==> src/rtl/dbus_pkg.sv <==
// dbus_pkg
//   Shared types for the data-bus bridge: the bridge FSM state encoding,
//   the address-region classification and the region decoder.
//   No ports; imported by dbus_bridge and its testbench.
package dbus_pkg;

  typedef enum logic [2:0] {
    IDLE,
    RAM_RD,
    RAM_WR,
    RAM_RDATA,
    P_SETUP,
    P_ACCESS,
    DONE,
    ERR
  } dbus_state_t;

  typedef enum logic [1:0] {
    REG_RAM,
    REG_PER,
    REG_NONE
  } dbus_region_t;

  // A region hits when the address with its in-region offset bits cleared
  // equals the region base. The RAM region is word-addressed, hence the
  // extra factor of four in its size.
  function automatic dbus_region_t region_of(input logic [31:0] addr,
                                             input logic [31:0] ram_base,
                                             input int          ram_aw,
                                             input logic [31:0] per_base,
                                             input int          per_aw);
    logic [31:0] ram_mask;
    logic [31:0] per_mask;
    ram_mask = ~((32'd4 << ram_aw) - 32'd1);
    per_mask = ~((32'd1 << per_aw) - 32'd1);
    if ((addr & ram_mask) == ram_base)      return REG_RAM;
    else if ((addr & per_mask) == per_base) return REG_PER;
    else                                    return REG_NONE;
  endfunction

endpackage

==> src/rtl/dbus_bridge_if.sv <==
// dbus_bridge_if
//   Core load/store port bundle between the core (master) and the bridge
//   (slave).
//   d_addr, d_rd_req, d_wr_req, d_wr_be, d_wr_data : core -> bridge
//   d_rd_ready, d_wr_ready, d_rd_data             : bridge -> core
interface dbus_bridge_if;
  logic [31:0] d_addr;
  logic        d_rd_req;
  logic        d_wr_req;
  logic [3:0]  d_wr_be;
  logic [31:0] d_wr_data;
  logic        d_rd_ready;
  logic        d_wr_ready;
  logic [31:0] d_rd_data;

  modport master (
    output d_addr, d_rd_req, d_wr_req, d_wr_be, d_wr_data,
    input  d_rd_ready, d_wr_ready, d_rd_data
  );

  modport slave (
    input  d_addr, d_rd_req, d_wr_req, d_wr_be, d_wr_data,
    output d_rd_ready, d_wr_ready, d_rd_data
  );
endinterface

==> src/rtl/dbus_apb_master.sv <==
// dbus_apb_master
//   APB-style transfer engine for the bridge: one setup cycle, then access
//   cycles until p_ready_i or until TIMEOUT access cycles have elapsed.
//   clk, rst         : clock, synchronous active-high reset
//   start_i          : begin a transfer (captures write_i/addr_i/wdata_i/strb_i)
//   p_*_o / p_*_i    : peripheral bus
//   done_o           : combinational, access completes this cycle (p_ready seen)
//   timeout_o        : combinational, last allowed access cycle without p_ready
//   rdata_o          : p_rdata captured on completion
module dbus_apb_master #(
  parameter int PER_AW  = 12,
  parameter int TIMEOUT = 16
) (
  input  logic              clk,
  input  logic              rst,
  input  logic              start_i,
  input  logic              write_i,
  input  logic [PER_AW-1:0] addr_i,
  input  logic [31:0]       wdata_i,
  input  logic [3:0]        strb_i,
  output logic              p_sel_o,
  output logic              p_enable_o,
  output logic              p_write_o,
  output logic [PER_AW-1:0] p_addr_o,
  output logic [31:0]       p_wdata_o,
  output logic [3:0]        p_strb_o,
  input  logic [31:0]       p_rdata_i,
  input  logic              p_ready_i,
  output logic              done_o,
  output logic              timeout_o,
  output logic [31:0]       rdata_o
);

  localparam int CW = $clog2(TIMEOUT + 1);

  logic              p_sel_q;
  logic              p_enable_q;
  logic              p_write_q;
  logic [PER_AW-1:0] p_addr_q;
  logic [31:0]       p_wdata_q;
  logic [3:0]        p_strb_q;
  logic [CW-1:0]     cnt_q;
  logic [31:0]       rdata_q;

  // The counter holds the index of the current access cycle, so the
  // TIMEOUT-th access cycle is the one where it reads TIMEOUT-1.
  assign done_o    = p_enable_q & p_ready_i;
  assign timeout_o = p_enable_q & ~p_ready_i & (cnt_q == CW'(TIMEOUT - 1));

  // Setup -> access -> idle sequencing. The bus fields are captured at
  // start and held for the whole transfer; both completion and timeout
  // drop p_sel on the following edge.
  always_ff @(posedge clk) begin
    if (rst) begin
      p_sel_q    <= 1'b0;
      p_enable_q <= 1'b0;
      p_write_q  <= 1'b0;
      p_addr_q   <= '0;
      p_wdata_q  <= '0;
      p_strb_q   <= '0;
      cnt_q      <= '0;
      rdata_q    <= '0;
    end else if (start_i) begin
      p_sel_q    <= 1'b1;
      p_enable_q <= 1'b0;
      p_write_q  <= write_i;
      p_addr_q   <= addr_i;
      p_wdata_q  <= wdata_i;
      p_strb_q   <= strb_i;
      cnt_q      <= '0;
    end else if (p_sel_q && !p_enable_q) begin
      p_enable_q <= 1'b1;
    end else if (p_enable_q) begin
      if (p_ready_i) begin
        rdata_q    <= p_rdata_i;
        p_sel_q    <= 1'b0;
        p_enable_q <= 1'b0;
      end else if (timeout_o) begin
        p_sel_q    <= 1'b0;
        p_enable_q <= 1'b0;
      end else begin
        cnt_q <= cnt_q + CW'(1);
      end
    end
  end

  assign p_sel_o    = p_sel_q;
  assign p_enable_o = p_enable_q;
  assign p_write_o  = p_write_q;
  assign p_addr_o   = p_addr_q;
  assign p_wdata_o  = p_wdata_q;
  assign p_strb_o   = p_strb_q;
  assign rdata_o    = rdata_q;

endmodule

==> src/rtl/dbus_bridge.sv <==
// dbus_bridge
//   Data-bus slave behind the core load/store port. Decodes each request to
//   the on-chip sync RAM, the APB-style peripheral bus, or an error
//   completion, and returns one-cycle ready pulses to release the core.
//   clk, rst             : clock, synchronous active-high reset
//   core (slave)         : core request/response bundle
//   ram_*_o / ram_rdata_i: sync SRAM port (1-cycle read latency)
//   p_*_o / p_*_i        : peripheral bus
//   err_clr_i            : clears bus_err_o
//   bus_err_o            : sticky unmapped/timeout flag
//   err_addr_o           : address of the first error since last clear
module dbus_bridge
  import dbus_pkg::*;
#(
  parameter logic [31:0] RAM_BASE = 32'h0000_0000,
  parameter int          RAM_AW   = 12,
  parameter logic [31:0] PER_BASE = 32'h1000_0000,
  parameter int          PER_AW   = 12,
  parameter int          TIMEOUT  = 16
) (
  input  logic              clk,
  input  logic              rst,
  dbus_bridge_if.slave      core,
  output logic              ram_en_o,
  output logic [3:0]        ram_we_o,
  output logic [RAM_AW-1:0] ram_addr_o,
  output logic [31:0]       ram_wdata_o,
  input  logic [31:0]       ram_rdata_i,
  output logic              p_sel_o,
  output logic              p_enable_o,
  output logic              p_write_o,
  output logic [PER_AW-1:0] p_addr_o,
  output logic [31:0]       p_wdata_o,
  output logic [3:0]        p_strb_o,
  input  logic [31:0]       p_rdata_i,
  input  logic              p_ready_i,
  input  logic              err_clr_i,
  output logic              bus_err_o,
  output logic [31:0]       err_addr_o
);

  dbus_state_t       state_q;
  logic              wr_q;
  logic [31:0]       addr_q;
  logic              ram_en_q;
  logic [3:0]        ram_we_q;
  logic [RAM_AW-1:0] ram_addr_q;
  logic [31:0]       ram_wdata_q;
  logic              rd_ready_q;
  logic              wr_ready_q;
  logic              bus_err_q;
  logic [31:0]       err_addr_q;

  logic              req_valid;
  dbus_region_t      req_region;
  logic              apb_start;
  logic              apb_done;
  logic              apb_timeout;
  logic [31:0]       apb_rdata;

  assign req_valid  = core.d_rd_req | core.d_wr_req;
  assign req_region = region_of(core.d_addr, RAM_BASE, RAM_AW, PER_BASE, PER_AW);
  assign apb_start  = (state_q == IDLE) && req_valid && (req_region == REG_PER);

  dbus_apb_master #(
    .PER_AW  (PER_AW),
    .TIMEOUT (TIMEOUT)
  ) u_apb (
    .clk        (clk),
    .rst        (rst),
    .start_i    (apb_start),
    .write_i    (~core.d_rd_req),
    .addr_i     (core.d_addr[PER_AW-1:0]),
    .wdata_i    (core.d_wr_data),
    .strb_i     (core.d_wr_be),
    .p_sel_o    (p_sel_o),
    .p_enable_o (p_enable_o),
    .p_write_o  (p_write_o),
    .p_addr_o   (p_addr_o),
    .p_wdata_o  (p_wdata_o),
    .p_strb_o   (p_strb_o),
    .p_rdata_i  (p_rdata_i),
    .p_ready_i  (p_ready_i),
    .done_o     (apb_done),
    .timeout_o  (apb_timeout),
    .rdata_o    (apb_rdata)
  );

  // Main FSM. Strobes and readies are registered and set on the edge that
  // enters the state they belong to, so they default to 0 every cycle.
  // A RAM store completes in its only strobe cycle; a RAM load needs one
  // more cycle for the SRAM data. The error flag is set after the clear so
  // a simultaneous new error wins, and err_addr keeps the first error.
  always_ff @(posedge clk) begin
    if (rst) begin
      state_q     <= IDLE;
      wr_q        <= 1'b0;
      addr_q      <= '0;
      ram_en_q    <= 1'b0;
      ram_we_q    <= '0;
      ram_addr_q  <= '0;
      ram_wdata_q <= '0;
      rd_ready_q  <= 1'b0;
      wr_ready_q  <= 1'b0;
      bus_err_q   <= 1'b0;
      err_addr_q  <= '0;
    end else begin
      ram_en_q   <= 1'b0;
      ram_we_q   <= '0;
      rd_ready_q <= 1'b0;
      wr_ready_q <= 1'b0;
      if (err_clr_i) bus_err_q <= 1'b0;
      unique case (state_q)
        IDLE: begin
          if (req_valid) begin
            addr_q      <= core.d_addr;
            wr_q        <= ~core.d_rd_req;
            ram_addr_q  <= core.d_addr[RAM_AW+1:2];
            ram_wdata_q <= core.d_wr_data;
            unique case (req_region)
              REG_RAM: begin
                ram_en_q <= 1'b1;
                if (core.d_rd_req) begin
                  state_q <= RAM_RD;
                end else begin
                  state_q    <= RAM_WR;
                  ram_we_q   <= core.d_wr_be;
                  wr_ready_q <= 1'b1;
                end
              end
              REG_PER: state_q <= P_SETUP;
              default: begin
                state_q    <= ERR;
                rd_ready_q <= core.d_rd_req;
                wr_ready_q <= ~core.d_rd_req;
                bus_err_q  <= 1'b1;
                if (!bus_err_q) err_addr_q <= core.d_addr;
              end
            endcase
          end
        end
        RAM_RD: begin
          state_q    <= RAM_RDATA;
          rd_ready_q <= 1'b1;
        end
        P_SETUP: state_q <= P_ACCESS;
        P_ACCESS: begin
          if (apb_done) begin
            state_q    <= DONE;
            rd_ready_q <= ~wr_q;
            wr_ready_q <= wr_q;
          end else if (apb_timeout) begin
            state_q    <= ERR;
            rd_ready_q <= ~wr_q;
            wr_ready_q <= wr_q;
            bus_err_q  <= 1'b1;
            if (!bus_err_q) err_addr_q <= addr_q;
          end
        end
        default: state_q <= IDLE;
      endcase
    end
  end

  // Read data is only driven in a load ready cycle: straight from the SRAM
  // in RAM_RDATA, from the captured peripheral data in DONE, 0 for errors.
  always_comb begin
    core.d_rd_data = '0;
    if (rd_ready_q) begin
      if (state_q == RAM_RDATA)  core.d_rd_data = ram_rdata_i;
      else if (state_q == DONE)  core.d_rd_data = apb_rdata;
    end
  end

  assign core.d_rd_ready = rd_ready_q;
  assign core.d_wr_ready = wr_ready_q;
  assign ram_en_o        = ram_en_q;
  assign ram_we_o        = ram_we_q;
  assign ram_addr_o      = ram_addr_q;
  assign ram_wdata_o     = ram_wdata_q;
  assign bus_err_o       = bus_err_q;
  assign err_addr_o      = err_addr_q;

endmodule

==> src/flat_wrapper.sv <==
// flat-port wrapper written by rule: the top's interface ports become plain ports
module dbus_bridge_flat import dbus_pkg::*;
#(
  parameter logic [31:0] RAM_BASE = 32'h0000_0000,
  parameter int          RAM_AW   = 12,
  parameter logic [31:0] PER_BASE = 32'h1000_0000,
  parameter int          PER_AW   = 12,
  parameter int          TIMEOUT  = 16
)
  (clk, rst, ram_en_o, ram_we_o, ram_addr_o, ram_wdata_o, ram_rdata_i, p_sel_o, p_enable_o, p_write_o, p_addr_o, p_wdata_o, p_strb_o, p_rdata_i, p_ready_i, err_clr_i, bus_err_o, err_addr_o, core_d_addr, core_d_rd_req, core_d_wr_req, core_d_wr_be, core_d_wr_data, core_d_rd_ready, core_d_wr_ready, core_d_rd_data);
  dbus_bridge_if core_i ();
  input  logic clk;
  input  logic rst;
  output logic ram_en_o;
  output logic [3:0] ram_we_o;
  output logic [RAM_AW-1:0] ram_addr_o;
  output logic [31:0] ram_wdata_o;
  input  logic [31:0] ram_rdata_i;
  output logic p_sel_o;
  output logic p_enable_o;
  output logic p_write_o;
  output logic [PER_AW-1:0] p_addr_o;
  output logic [31:0] p_wdata_o;
  output logic [3:0] p_strb_o;
  input  logic [31:0] p_rdata_i;
  input  logic p_ready_i;
  input  logic err_clr_i;
  output logic bus_err_o;
  output logic [31:0] err_addr_o;
  input wire logic [$bits(core_i.d_addr)-1:0] core_d_addr;
  input wire logic [$bits(core_i.d_rd_req)-1:0] core_d_rd_req;
  input wire logic [$bits(core_i.d_wr_req)-1:0] core_d_wr_req;
  input wire logic [$bits(core_i.d_wr_be)-1:0] core_d_wr_be;
  input wire logic [$bits(core_i.d_wr_data)-1:0] core_d_wr_data;
  output wire logic [$bits(core_i.d_rd_ready)-1:0] core_d_rd_ready;
  output wire logic [$bits(core_i.d_wr_ready)-1:0] core_d_wr_ready;
  output wire logic [$bits(core_i.d_rd_data)-1:0] core_d_rd_data;
  assign core_i.d_addr = core_d_addr;
  assign core_i.d_rd_req = core_d_rd_req;
  assign core_i.d_wr_req = core_d_wr_req;
  assign core_i.d_wr_be = core_d_wr_be;
  assign core_i.d_wr_data = core_d_wr_data;
  assign core_d_rd_ready = core_i.d_rd_ready;
  assign core_d_wr_ready = core_i.d_wr_ready;
  assign core_d_rd_data = core_i.d_rd_data;
  dbus_bridge #(.RAM_BASE(RAM_BASE), .RAM_AW(RAM_AW), .PER_BASE(PER_BASE), .PER_AW(PER_AW), .TIMEOUT(TIMEOUT)) u_core (.clk(clk), .rst(rst), .core(core_i), .ram_en_o(ram_en_o), .ram_we_o(ram_we_o), .ram_addr_o(ram_addr_o), .ram_wdata_o(ram_wdata_o), .ram_rdata_i(ram_rdata_i), .p_sel_o(p_sel_o), .p_enable_o(p_enable_o), .p_write_o(p_write_o), .p_addr_o(p_addr_o), .p_wdata_o(p_wdata_o), .p_strb_o(p_strb_o), .p_rdata_i(p_rdata_i), .p_ready_i(p_ready_i), .err_clr_i(err_clr_i), .bus_err_o(bus_err_o), .err_addr_o(err_addr_o));
endmodule
==> config.mk <==
export PLATFORM = sky130hd
export DESIGN_NAME = dbus_bridge_flat
export DESIGN_NICKNAME = d
export VERILOG_FILES = /design/src/rtl/dbus_pkg.sv /design/src/rtl/dbus_bridge_if.sv /design/src/rtl/dbus_apb_master.sv /design/src/rtl/dbus_bridge.sv /design/src/flat_wrapper.sv
export SDC_FILE = /design/constraint.sdc
export NUM_CORES = 1
export LEC_CHECK = 0
export CAP_MARGIN = 10
export CELL_PAD_IN_SITES_DETAIL_PLACEMENT = 0
export CELL_PAD_IN_SITES_GLOBAL_PLACEMENT = 1
export CORE_MARGIN = 2
export CORE_UTILIZATION = 30
export DETAILED_ROUTE_END_ITERATION = 10
export PLACE_DENSITY = 0.77
export SLEW_MARGIN = 40
export SYNTH_ARGS = -nofsm -noshare
export SYNTH_HDL_FRONTEND = slang
export SYNTH_HIERARCHICAL = 1
export SYNTH_SLANG_ARGS = --single-unit
==> constraint.sdc <==
create_clock -name clk -period 3.3 [get_ports clk]
set_input_delay 0.33 -clock clk [delete_from_list [all_inputs] [get_ports clk]]
set_output_delay 0.33 -clock clk [all_outputs]
set_load 0.01 [all_outputs]
Word-level counts from Yosys, hierarchy flattened
Cells that the tools add are included.
- flip-flop bits (word level): 208
- input port bits: 138
- output and inout bits: 167
- logic and storage cells: 114
- $add $sub $neg: 1
- equality and inequality tests: 16
- multiplexer cells: 45
- bitwise logic cells: 13
- reduce and logical (&&, ||, !) cells: 20
- operators with widths (cell ; count):
    2-to-1 mux 32 bit ; 9
    one-hot mux 32 bit (2 select lines) ; 1
    logical NOT 32 bit ; 1
    2-to-1 mux 1 bit ; 23
    equality test 20 x 17 -> 1 bit, second input constant ; 1
    one-hot mux 3 bit (4 select lines) ; 1
    equality test 3 bit, second input constant ; 3
    2-to-1 mux 3 bit ; 3
    inverter 1 bit ; 9
    inequality test 2 bit, second input constant ; 4
    AND reduction 4 bit ; 2
    AND reduction 7 bit ; 1
    2-to-1 mux 2 bit ; 3
    inequality test 2 x 1 -> 1 bit, second input constant ; 3
    one-hot mux 1 bit (2 select lines) ; 3
    one-hot mux 3 bit (2 select lines) ; 1
    adder 5 x 1 -> 5 bit, second input constant ; 1
    equality test 5 x 4 -> 1 bit, second input constant ; 1
    OR reduction 5 bit ; 1
    AND reduction 2 bit ; 2
    nonzero test 2 bit ; 2
    OR reduction 2 bit ; 2
    bitwise AND 1 bit ; 3
    equality test 3 x 1 -> 1 bit, second input constant ; 1
    other kinds (12) ; 14

Longest topological paths before layout
Gate-level depths: netlist of run 1.
- depth after elaboration: 8
- gate-level depth with buffers: 11
- mapped depth without buffers: 9

Hierarchy
Netlist of run 1, hierarchy kept.
- modules (own cells, without submodules) (module ; instances ; cells each ; area each (µm²) ; sequential area each (µm²)):
    dbus_bridge ; 1 ; 588 ; 4988.5 ; 2162.1
    dbus_apb_master ; 1 ; 336 ; 3131.8 ; 1761.7

Worst setup path before layout of run 1
Ideal clock, no wire load.
- kind: register -> register
- start: reg u_core.u_apb.cnt_q[0]
- end: reg u_core.err_addr_q[10] (netlist: u_core/err_addr_o[10])
- library setup time: 0.081 ns
- arrival time: 2.258 ns
- data required time: 3.219 ns
- path slack: 0.960 ns
- stages on the path, launching flop included: 11
- path buffers: 1
- clock period less this slack: 2.340 ns
- path through: dfxtp_1 > ha_1 > and3_1 > ha_1 > and3b_1 > nor2b_1 > nand3_1 > a211oi_2 > clkbuf_1 > a21oi_1 > a211oi_2
- cells in the longest elaborated chain, start to end: 4
- ends and longest elaborated chain (what ; line ; RTL):
    start, declared ; dbus_apb_master.sv:42 ; logic [CW-1:0] cnt_q;
    start signal, assigned ; dbus_apb_master.sv:82 ; cnt_q <= cnt_q + CW'(1);
    equality test 5 x 4 -> 1 bit ; dbus_apb_master.sv:48 ; assign timeout_o = p_enable_q & ~p_ready_i & (cnt_q == CW'(TIMEOUT - 1));
    bitwise AND 1 bit ; dbus_apb_master.sv:48 ;
    named net u_core.apb_timeout ; dbus_bridge.sv:58 ; logic apb_timeout;
    inequality test 2 x 1 -> 1 bit (no source line) ; n/a ;
    AND reduction 7 bit (no source line) ; n/a ;
    end signal, assigned ; dbus_bridge.sv:137 ; if (!bus_err_q) err_addr_q <= core.d_addr;
    end signal, assigned ; dbus_bridge.sv:157 ; if (!bus_err_q) err_addr_q <= addr_q;
    end, declared ; dbus_bridge.sv:52 ; logic [31:0] err_addr_q;
The timed path passes the listed nets, and every way through them passes these cells.
A chain may end at the register's enable or synchronous reset.

Final worst setup path of run 1
- start: reg u_core.state_q[2]
- end: out core_d_rd_data[30]
- cells in the longest elaborated chain, start to end: 4
- elaborated cells on any way between the ends: 5
- those cells by class: 2 x eq/ne; 3 x mux
- ends and longest elaborated chain (what ; line ; RTL):
    start, declared ; dbus_bridge.sv:42 ; dbus_state_t state_q;
    start signal, assigned ; dbus_bridge.sv:96 ; state_q <= IDLE;
    start signal, assigned ; dbus_bridge.sv:124 ; state_q <= RAM_RD;
    start signal, assigned ; dbus_bridge.sv:126 ; state_q <= RAM_WR;
    equality test 3 bit ; dbus_bridge.sv:171 ; else if (state_q == DONE) core.d_rd_data = apb_rdata;
    2-to-1 mux 32 bit ; dbus_bridge.sv:171 ;
    2-to-1 mux 32 bit (*) ; dbus_bridge.sv:170 ; if (state_q == RAM_RDATA) core.d_rd_data = ram_rdata_i;
    2-to-1 mux 32 bit (*) ; dbus_bridge.sv:169 ; if (rd_ready_q) begin
    end, declared ; flat_wrapper.sv:37 ; output wire logic [$bits(core_i.d_rd_data)-1:0] core_d_rd_data;
Mark *: on every way between the ends. The rest lies on a longest branch, timed or not.

==> results of run 1 <==
==> state kept, by name (all words and copies together), names as in the netlist, 3 cells and up <==
name                    flops
u_core/addr_q              32
u_core/err_addr_o          32
u_core/ram_wdata_o         32
u_core/ram_we_o             4
u_core/state_q              3
u_core/u_apb/cnt_q          5
u_core/u_apb/p_addr_o      12
u_core/u_apb/p_strb_o       4
u_core/u_apb/p_wdata_o     32
u_core/u_apb/rdata_o       32
==> cells by family after synthesis <==
logic type / share of synthesized area
adder cells (fa/ha/maj): 0.00308
multiplexers: 0.0998
AO/OA/AOI/OAI: 0.177
XOR/XNOR: 0.00108
flip-flops: 0.483
AND/OR/NAND/NOR: 0.182
buffers and inverters: 0.0541
==> routing by layer <==
| metal | vias to the layer above | wire (um) | global-route usage |
|---|---|---|---|
| li1 | 3650 | - | - |
| met1 | 3340 | 11400 | 0.227 |
| met2 | 224 | 11700 | 0.281 |
| met3 | 13 | 2100 | 0.0643 |
| met4 | 0 | 171 | 0.0304 |
| met5 | - | 0 | 0 |
==> stage by stage <==
stage                     setup slack [ps]  utilization  cells  total power [mW]
after global routing                  13.9        0.446   1533              8.08
after detailed placement               513        0.425   1501              5.68
after floorplan                        960            -    924              4.49
after CTS                              209        0.446   1533              7.73
after global placement                 575        0.424   1500              5.65
final                                  195        0.446   1533              7.61
==> how the worst min path moves through the flow <==
stage | slack, ps | cells past startpoint | end | start
CTS | 240 | 3 | u_core/state_q[0] | rst
floorplan | 430 | 1 | u_core/wr_q | core_d_rd_req
finish | 250 | 3 | u_core/state_q[0] | rst
detailed placement | 450 | 2 | u_core/addr_q[17] | u_core/addr_q[17]
global route | 230 | 3 | u_core/state_q[0] | rst
global placement | 440 | 2 | u_core/ram_wdata_o[26] | u_core/ram_wdata_o[26]
==> final cells by class <==
type | count | share of cell area
clock buffers | 18 | 0.0359
clock inverters | 14 | 0.0117
inverters | 3 | 0.000942
multi-input cells | 637 | 0.317
flip-flops and latches | 196 | 0.328
well taps | 341 | 0.0357
repair buffers | 324 | 0.271
==> placed cells by master, fill, tap and decap left out, types with 2 or more instances in the layout <==
cell	count
nor2_1	60
clkinv_2	2
buf_12	2
nor2b_1	34
nand3_1	4
nand2_1	199
and3_1	2
clkdlybuf4s50_1	303
nor4_1	3
clkbuf_16	17
inv_1	3
buf_4	17
a211oi_1	4
inv_8	2
and3b_1	3
o31ai_1	2
clkinv_4	2
mux2i_1	81
and2_1	5
a211oi_2	30
ha_1	2
inv_6	3
clkinv_8	3
nor3_1	3
a22oi_1	32
o21ai_0	6
clkinvlp_4	2
or3_1	3
a21oi_1	135
nand2b_1	3
dfxtp_1	196
or2_2	2
==> worst reg2reg max path, delay by kind of cell (launching register included) <==
family / cells / cell delay [ps]
compound gates: 2 / 440
buf+inv: 1 / 280
flops: 1 / 370
fa+ha+maj: 2 / 400
simple gates: 5 / 1000
==> power by group <==
| part | internal, mW | switching, mW | total [mW] |
|---|---|---|---|
| combinational | 1.23 | 1.34 | 2.57 |
| sequential | 2.75 | 0.267 | 3.02 |
| clock | 1.00 | 1.02 | 2.02 |
| total | 4.98 | 2.63 | 7.61 |
==> metrics.yaml, run 1 <==
syn_area_per_cell_um2: 8.79
dp_hpwl_um: 17200
cts.path.max_buffers: 2
core_um2: 26800
fillers: 2628
vias: 7227
p_leak_nw: 3.92
die_h_um: 169
yosysTopAreaCell: "dfxtp_1"
cts_root_buffer: "clkbuf_16"
postPlaceCellArea_um2: 11400
cpMaxStageDelayCell: "dfxtp_1"
multi_input_area_um2: 3780
yosys_warnings: 6
slew_headroom: 0.486
grt_pass1_wl_um: 39600
tightest_slew_ps: 771
peakVddDrop_v: 0.000312
synth_fp_nets: 1064
fin_skew_ps: 18.4
rsz0062_at_grt: "false"
crit_path_start: "u_core/state_q[2]"
ant_nets: 0
timing.rr.start: "u_core/u_apb/cnt_q[0]"
cts_resized: 0
endpoint: "core_d_rd_data[30]"
dieWidth_um: 169
rrSetupSlack_ps: 680
syn_area_um2: 8120
rows: 60
required_ps: 2970
nets: 1319
grt_pass1_vias: 6965
hold_violations: 0
path_depth: 5
hold_buffers: 0
cp.buffers_inverters: 2
io_buffer_count: 304
synthFlopType: "dfxtp_1"
clk_pin_slew_ps: 70
start_kind: "flip-flop"
cts-buffers-inserted: 17
worst-path-max-fanout: 15
setup_viol: 0
synth_async_sr_flop_share: 0
gp_congestion: 0.776
worstSetupEndpointType: "output pin"
via_per_inst: 4.71
yosysSeqAreaShare: 0.483
antenna_found_initial: 0
antennaDiodeCount: 0
yosys.cell_count.top_type: "nand2_1"
min_period_ps: 3110
die_area_um2: 28400
cts_sinks: 196
status: "finished clean"
ys_types: 44
dr.pass1.iters: 6
grt_overflow: 0
cpPeakStageDelay_ps: 630
netlist_instances: 924
grtUsageTotal: 0.175
yosysTopAreaCellShare: 0.483
design_area_um2: 12000
first_iter_violations: 414
cp_cell_sequence: "and3b_1 > buf_4 > a22oi_1 > nor2b_1 > clkdlybuf4s50_1"
power.density_nw_per_um2: 636
drcViolationCount: 0
tns_ps: 0
r2r-end: "u_core/err_addr_o[20]"
max_freq_mhz: 322
routedWlPerCell_um: 16.5
ys_seq_elements: 196
crit_type: "flip-flop to output pin"
synthToLayoutAreaGrowth_pct: 47.2
drv_cap: 0
hold_slack_ps: 252
grt_max_degree: 103
htreeDepth: 4
synth_common_cells: "nand2_1, dfxtp_1, a21oi_1"
worstPathArrival_ps: 2780
io_pins: 305
critPathTopFamily: "buffers and inverters"
clock_insertion_delay_worst_skew_ps: 430
slew_violations: 0
cts_tree: "done"
synth_edf_count: 0
worst_r2r_path_depth: 10
initial_core_util: 0.303
post-route-period-util: 0.941
area.sequential_um2: 3920
layout-drive-gt1-share: 0.0805
synth_area_leaders: "dfxtp_1, mux2i_1, nand2_1"
wl_um: 25400
cts_setup_buffers: 0
worstHoldPathType: "primary input to flip-flop"
(Power assumes the default switching activity.)
==> inputs of run 2 (changes only) <==
--- a/config.mk
+++ b/config.mk
@@ -8,8 +8,7 @@
 export CAP_MARGIN = 10
 export CELL_PAD_IN_SITES_DETAIL_PLACEMENT = 0
 export CELL_PAD_IN_SITES_GLOBAL_PLACEMENT = 1
-export CORE_MARGIN = 2
-export CORE_UTILIZATION = 30
+export CORE_UTILIZATION = 29
 export DETAILED_ROUTE_END_ITERATION = 10
 export PLACE_DENSITY = 0.77
 export SLEW_MARGIN = 40
==> constraint.sdc (replaced) <==
create_clock -name clk -period 2.7 [get_ports clk]
set_input_delay 0.27 -clock clk [delete_from_list [all_inputs] [get_ports clk]]
set_output_delay 0.27 -clock clk [all_outputs]
set_load 0.01 [all_outputs]
==> run 2 against run 1 <==
Register-to-register slack got worse by 480 ps. Critical path type unchanged. Clock skew fell by 4.7 ps. Largest power group unchanged. First-iteration DRC count is 0.24% higher. Largest cell class unchanged. Total power increased by 24%.
==> metrics.yaml, run 2 (synthesis gave the netlist of run 1 again) <==
design_area_um2: 12100  # +1.2%
r2r-end: "u_core/err_addr_o[23]"
crit_type: "flip-flop to output pin"
ant_nets: 0  # unchanged
cpPeakStageDelay_ps: 550  # -80 ps
drv_cap: 0  # unchanged
slew_headroom: 0.510  # +0.0237
worstHoldPathType: "primary input to flip-flop"
tns_ps: 0  # unchanged
grtUsageTotal: 0.178  # +0.00296
nets: 1323  # +0.30%
layout-drive-gt1-share: 0.0853  # +0.00475
endpoint: "core_d_rd_data[5]"
cts_tree: "done"
critPathTopFamily: "buffers and inverters"
hold_violations: 0  # unchanged
timing.rr.start: "u_core/u_apb/cnt_q[0]"
dieWidth_um: 169  # +0.48%
rows: 60  # unchanged
max_freq_mhz: 398
post-route-period-util: 0.930
routedWlPerCell_um: 16.3  # -1.3%
wl_um: 25600  # +1.0%
path_depth: 6  # +1
cts-buffers-inserted: 17  # unchanged
cts_sinks: 196  # unchanged
grt_pass1_vias: 7174  # +3.0%
io_buffer_count: 304  # unchanged
synthToLayoutAreaGrowth_pct: 48.9
crit_path_start: "u_core/state_q[1]"
min_period_ps: 2510
worst-path-max-fanout: 32  # +17
most-common-layout-cells: "clkdlybuf4s50_1, nand2_1, dfxtp_1"
worst_r2r_path_depth: 10  # unchanged
cp_cell_sequence: "nand2_1 > nor2_2 > buf_12 > a22oi_1 > nor2b_1 > clkdlybuf4s50_1"
worstPathArrival_ps: 2240  # -540 ps
worstSetupEndpointType: "output pin"
io_pins: 305  # unchanged
drcViolationCount: 0  # unchanged
htreeDepth: 4  # unchanged
postPlaceCellArea_um2: 11500  # +1.2%
initial_core_util: 0.299  # -0.00418
via_per_inst: 4.69  # -0.47%
clock_insertion_delay_worst_skew_ps: 430  # about the same
first_iter_violations: 415  # +0.24%
setup_viol: 0  # unchanged
layout_commonest_cell: "clkdlybuf4s50_1"
grt_max_degree: 134  # +30%
dp_hpwl_um: 17200  # -0.27%
fin_skew_ps: 13.7  # -4.73 ps
dr.pass1.iters: 5  # -1
tightest_slew_ps: 736  # -35.5 ps
die_h_um: 169  # +0.48%
cts_setup_buffers: 0  # unchanged
cts_root_buffer: "clkbuf_16"
start_kind: "flip-flop"
grt_pass1_wl_um: 39900  # +0.71%
p_leak_nw: 3.96  # +0.81%
antenna_found_initial: 1  # +1
power.density_nw_per_um2: 779  # +23%
rrSetupSlack_ps: 200  # -480 ps
die_area_um2: 28700  # +0.97%
status: "finished clean"
vias: 7362  # +1.9%
grt_overflow: 0  # unchanged
cpMaxStageDelayCell: "clkdlybuf4s50_1"
core_um2: 27200  # +1.4%
gp_congestion: 0.764  # -1.6%
rsz0062_at_grt: "false"
slew_violations: 0  # unchanged
cp.buffers_inverters: 2  # unchanged
cts.path.max_buffers: 2  # unchanged
clk_pin_slew_ps: 70  # about the same
required_ps: 2430  # -540 ps
peakVddDrop_v: 0.000431  # +38%
run 2: cell types whose count changed in the layout (fill, tap and decap cells not counted), sizes merged:
cell	delta
buf	+4
clkinv	-3
clkinvlp	+2
diode	+1
inv	+1
run 2: worst min-delay path by stage:
stage,start,endpoint,slack [ps],depth (start not counted)
floorplan,core_d_rd_req,u_core/wr_q,370,1
global placement,u_core/addr_q[16],u_core/addr_q[16],440,2
detailed placement,u_core/u_apb/rdata_o[25],u_core/u_apb/rdata_o[25],450,2
CTS,rst,u_core/u_apb/p_addr_o[5],230,2
global route,rst,u_core/u_apb/rdata_o[30],240,2
finish,rst,u_core/u_apb/rdata_o[30],250,2
run 2: per-layer routing:
layer	up-vias	wire length (um)	global-route usage
met2	236	11900	0.291
li1	3650	-	-
met5	-	0	0
met3	23	2080	0.0592
met4	0	432	0.0564
met1	3453	11200	0.219
run 2: area by class of cell:
| cell class | count | area, um2 |
|---|---|---|
| Clock inverter | 14 | 120 |
| Antenna cell | 1 | 2.50 |
| Sequential cell | 196 | 3930 |
| Inverter | 3 | 11.3 |
| Tap cell | 372 | 465 |
| Multi-Input combinational cell | 637 | 3780 |
| Timing Repair Buffer | 328 | 3340 |
| Clock buffer | 18 | 439 |
| Fill cell | 2695 | 15100 |
run 2: through the flow:
stage	hold slack [ps]	total power, mW	setup WS [ps]	std cells	util
6_report	253	9.43	190	1569	0.445
5_1_grt	237	9.98	27.9	1569	0.445
4_1_cts	229	9.55	85.2	1568	0.445
3_5_place_dp	447	7.05	101	1536	0.424
3_3_place_gp	441	7.00	127	1536	0.424
2_1_floorplan	366	5.49	360	924	-
run 2: timing repair:
action                                  in CTS  in global routing
endpoints found under the setup margin       0                 33
hold buffers                                 0                  0
hold endpoints to repair                     0                  0
gates resized for setup                      0                  2
run 2: report_power, final:
group / switching (mW) / internal [mW]
registers: 0.309 / 3.36
logic: 1.70 / 1.59
clock network: 1.23 / 1.23
total: 3.24 / 6.18
